[src/rtl/rom_arb_pkg.sv]
// Shared encodings and constants for the ROM read-port arbiter.
package rom_arb_pkg;

   typedef enum logic [1:0] {
      ST_IDLE,
      ST_ACCESS,
      ST_RECOVER
   } state_t;

   typedef enum logic {
      OWN_CPU,
      OWN_DMA
   } owner_t;

   localparam logic [7:0] DATA_RST = 8'hFF;

endpackage

[src/rtl/rom_arb_pick.sv]
// Combinational owner selection: CPU has priority until its contested run limit is hit.
module rom_arb_pick
   import rom_arb_pkg::*;
#(
   parameter int unsigned CPU_RUN_MAX = 4,
   parameter int unsigned RUN_W       = 3
) (
   input  logic             cpu_req,
   input  logic             dma_req,
   input  logic [RUN_W-1:0] cpu_run,
   output owner_t           grant
);

   always_comb begin
      grant = OWN_CPU;
      if (dma_req && (!cpu_req || (cpu_run >= RUN_W'(CPU_RUN_MAX))))
         grant = OWN_DMA;
   end

endmodule

[src/rtl/rom_arbiter.sv]
// Shares one asynchronous ROM read port between a priority CPU and a background DMA,
// sequencing address/OE, a fixed access time, data capture and a per-requester ready.
module rom_arbiter
   import rom_arb_pkg::*;
#(
   parameter int unsigned ADDR_W      = 19,
   parameter int unsigned DATA_W      = 8,
   parameter int unsigned ACC_CYCLES  = 3,
   parameter int unsigned CPU_RUN_MAX = 4
) (
   input  logic              fclk,
   input  logic              rst_n,
   input  logic              cpu_req,
   input  logic [ADDR_W-1:0] cpu_addr,
   output logic              cpu_rdy,
   output logic [DATA_W-1:0] cpu_data,
   input  logic              dma_req,
   input  logic [ADDR_W-1:0] dma_addr,
   output logic              dma_rdy,
   output logic [DATA_W-1:0] dma_data,
   output logic [ADDR_W-1:0] rom_addr,
   output logic              rom_oe_n,
   input  logic [DATA_W-1:0] rom_data,
   output logic              busy
);

   localparam int unsigned RUN_W = $clog2(CPU_RUN_MAX + 1);
   localparam int unsigned CNT_W = (ACC_CYCLES > 1) ? $clog2(ACC_CYCLES) : 1;

   state_t           state;
   owner_t           owner;
   owner_t           grant;
   logic [RUN_W-1:0] cpu_run;
   logic [CNT_W-1:0] cnt;

   rom_arb_pick #(
      .CPU_RUN_MAX (CPU_RUN_MAX),
      .RUN_W       (RUN_W)
   ) u_pick (
      .cpu_req (cpu_req),
      .dma_req (dma_req),
      .cpu_run (cpu_run),
      .grant   (grant)
   );

   always_ff @(posedge fclk) begin
      if (!rst_n) begin
         state    <= ST_IDLE;
         owner    <= OWN_CPU;
         cpu_run  <= '0;
         cnt      <= '0;
         rom_addr <= '0;
         rom_oe_n <= 1'b1;
         cpu_rdy  <= 1'b0;
         dma_rdy  <= 1'b0;
         cpu_data <= DATA_W'(DATA_RST);
         dma_data <= DATA_W'(DATA_RST);
         busy     <= 1'b0;
      end else begin
         case (state)
            ST_IDLE: begin
               if (cpu_req || dma_req) begin
                  owner    <= grant;
                  rom_addr <= (grant == OWN_DMA) ? dma_addr : cpu_addr;
                  rom_oe_n <= 1'b0;
                  cnt      <= CNT_W'(ACC_CYCLES - 1);
                  busy     <= 1'b1;
                  state    <= ST_ACCESS;
                  // Only contested CPU grants extend the run; anything else restarts it.
                  if (grant == OWN_CPU && dma_req)
                     cpu_run <= cpu_run + RUN_W'(1);
                  else
                     cpu_run <= '0;
               end
            end

            ST_ACCESS: begin
               if (cnt == '0) begin
                  if (owner == OWN_DMA) begin
                     dma_data <= rom_data;
                     dma_rdy  <= 1'b1;
                  end else begin
                     cpu_data <= rom_data;
                     cpu_rdy  <= 1'b1;
                  end
                  rom_oe_n <= 1'b1;
                  state    <= ST_RECOVER;
               end else begin
                  cnt <= cnt - CNT_W'(1);
               end
            end

            ST_RECOVER: begin
               cpu_rdy <= 1'b0;
               dma_rdy <= 1'b0;
               busy    <= 1'b0;
               state   <= ST_IDLE;
            end

            default: state <= ST_IDLE;
         endcase
      end
   end

endmodule
[config.mk]
export PLATFORM = sky130hd
export DESIGN_NAME = rom_arbiter
export DESIGN_NICKNAME = d
export VERILOG_FILES = /design/src/rtl/rom_arb_pkg.sv /design/src/rtl/rom_arb_pick.sv /design/src/rtl/rom_arbiter.sv
export SDC_FILE = /design/constraint.sdc
export NUM_CORES = 1
export LEC_CHECK = 0
export ABC_AREA = 1
export CORE_MARGIN = 3
export CORE_UTILIZATION = 46
export DETAILED_ROUTE_END_ITERATION = 7
export PLACE_DENSITY = 0.85
export SLEW_MARGIN = 20
export SYNTH_ARGS = -nofsm -noshare
export SYNTH_HDL_FRONTEND = slang
export SYNTH_SLANG_ARGS = --single-unit
[constraint.sdc]
create_clock -name fclk -period 2 [get_ports fclk]
set_input_delay 0.5 -clock fclk [delete_from_list [all_inputs] [get_ports fclk]]
set_output_delay 0.5 -clock fclk [all_outputs]
set_load 0.01 [all_outputs]
==> flow_summary.toml <==
[status]
status = "complete, no violations"

[timing]
period_needed_ps = 1710
setup_viol = 0
finalHoldViolations = 0
max-slew-margin-rel_pct = 73.7
whs_ps = 464
tns_ps = 0
drv_slew = 0
worst_pin_slew_ps = 394
rsz0062_at_grt = "false"
fmax_mhz = 583
period_share_pct = 85.7
clock_skew_ps = 5.79

[setup_path]
critPathMaxStageDelay_ps = 550
crit_family = "buffers and inverters"
cp-end-kind = "primary output"
path_cells = "clkdlybuf4s50_1"
path_max_fanout = 2
path_class = "flip-flop to primary output"
worst_r2r_path_depth = 7
cp-start-kind = "flip-flop"
crit_arrival_ps = 1210
crit_cells = 1
crit_slowest_cell = "clkdlybuf4s50_1"
crit_required_ps = 1500
path_buf_inv = 1

[yosys]
synthCells = 312
synth_seq_area_share_pct = 43.9
synth_cell_types = 20
synth_area_um2 = 2140
avgSynthCellArea_um2 = 6.87
yosys.area.top_type_share_pct = 43.9
yosysMostFrequentCell = "nand2_1"
synth_fp_nets = 365
synth_seq_cells = 47
synth_area_leaders = "dfxtp_1 44%, nand3_1 15%, nand2_1 13%"
synth_ff_type = "dfxtp_1"
async_reset_ff_share_pct = 0
synth_edf_count = 0
yosysWarnings = 0
synth_commonest_cells = "77 x nand2_1, 66 x nand3_1, 47 x dfxtp_1"
yosys.area.top_type = "dfxtp_1"

[placement]
post_dp_cell_area_um2 = 3080
portBuffers = 88
dp_hpwl_um = 4100
routabilityCongestion = 0.850

[die]
start_util_pct = 48.5
fp.coreArea_um2 = 4410
ios = 89
die_area_um2 = 5510
die_h_um = 74.2
rows = 24
die_w_um = 74.2

[detailed_routing]
drt-pass1-iter-count = 4
wl_per_cell_um = 12.4
viasPerCell = 5.02
ant_nets = 0
wirelength_um = 5640
route.detailed.drc = 0
drt_iter0_markers = 151
vias = 2273

[worst_hold_path]
worstHoldPathType = "flip-flop to flip-flop"
worstHoldPathCells = 2

[final_layout]
fillers = 358
regArea_um2 = 941
multi_input_area_um2 = 933
area_growth_syn_to_layout_pct = 49.5
layout-drive-gt1-share_pct = 6.73
num-nets-final = 453
final_core_util_pct = 72.5
num_antenna_cells = 0
post-route-cell-area_um2 = 3200

[pwr]
ir_worst_vdd_uv = 480
p_leak_uw = 0.00153
swShare_pct = 30.9
p_int_uw = 1930
power_density_nw_per_um2 = 871
seq_power_share_pct = 41.3
comb_power_share_pct = 32.4
power.share.clock_pct = 26.3
p_sw_uw = 862

[global_routing]
grt_util_all_layers_pct = 20.5
grt_pass1_vias = 1942
grt_remaining_overflow = 0
grt_first_pass_wirelength_um = 8780
grt_max_degree = 26
antenna_found_initial = 0

[cts]
clk_pin_slew_ps = 90
cts_root_buf = "clkbuf_8"
cts_resized = 0
cts_buffer_depth = 2
postCtsHoldBufs = 0
cts_tree = "yes"
htree_levels = 2
clock_latency_ps = 300
cts_setup_buffers = 0
numCtsBuffers = 5
clkSinkCount = 47

[run]
cap_violations = 0
[metrics by stage]
stage | setup slack [ps] | instances | total power (µW)
after floorplan | 720 | 312 | 1630
after global placement | 139 | 445 | 2040
after detailed placement | 62.7 | 445 | 2070
after CTS | 266 | 453 | 2790
after global routing | 240 | 453 | 2940
final | 286 | 453 | 2790
[logic make-up after synthesis]
family	Yosys count	synth area share (%)
AO/OA/AOI/OAI	31	7.36
AND/OR/NAND/NOR	165	34.5
adder cells (fa/ha/maj)	3	1.75
buffers and inverters	66	12.5
flip-flops	47	43.9
[layout by cell type, fill, tap and decap left out]
master	n
nor2_2	2
buf_4	7
nor3_1	1
clkbuf_8	6
o21ai_1	5
nand2_1	77
clkinv_2	1
dfxtp_1	47
o21a_1	1
nand2_2	1
nor2_4	2
ha_1	3
inv_2	5
nand2_4	1
a21oi_1	24
o21ai_0	1
nand3_1	66
clkdlybuf4s50_1	88
buf_12	1
nor2_1	13
inv_1	46
nand4_1	2
bufinv_16	1
[power by group through the flow]
stage	sequential [µW]	clock (µW)	combinational, µW
floorplan	1210	0	424
global placement	1160	0	877
detailed placement	1170	0	897
CTS	1150	737	906
global route	1170	773	999
finish	1150	734	903
[registers in the layout (all words and copies together), names as in the netlist, 2 cells and up]
register and count:
cpu_run 3, dma_data 8, rom_addr 19, state 2, cpu_data 8, cnt 2
[metal layers]
layer / GRT usage [%] / wire length, µm / up-vias
met5: 0 / 0 / -
met4: 5.14 / 48 / 0
met2: 32.4 / 2590 / 107
met3: 5.95 / 557 / 6
li1: - / - / 1155
met1: 27.7 / 2440 / 1005
[final cells by class]
cell class                      instances  share of cell area (%)
Multi-Input combinational cell        199                    29.2
Tap cell                               52                    2.03
Timing Repair Buffer                   96                    29.8
Inverter                               51                    5.98
Clock buffer                            6                    2.58
Sequential cell                        47                    29.4
Clock inverter                          2                    1.09
[path summary, 6_finish.rpt]
| check | from | slack [ps] | end |
|---|---|---|---|
| setup / recovery | rom_addr[13]$_SDFFE_PN0P_ | 290 | rom_addr[13] |
| hold reg to reg | dma_data[4]$_SDFFE_PN1P_ | 460 | dma_data[4]$_SDFFE_PN1P_ |
| setup reg to reg | cnt[0]$_SDFFE_PN0P_ | 490 | cpu_data[6]$_SDFFE_PN1P_ |
| hold / removal | dma_data[4]$_SDFFE_PN1P_ | 460 | dma_data[4]$_SDFFE_PN1P_ |
[worst min-delay path, delay by kind of cell (launching register included)]
kind / cells / cell delay (ps)
DFF: 1 / 340
and+or+nand+nor: 2 / 100
(Power assumes the default switching activity.)
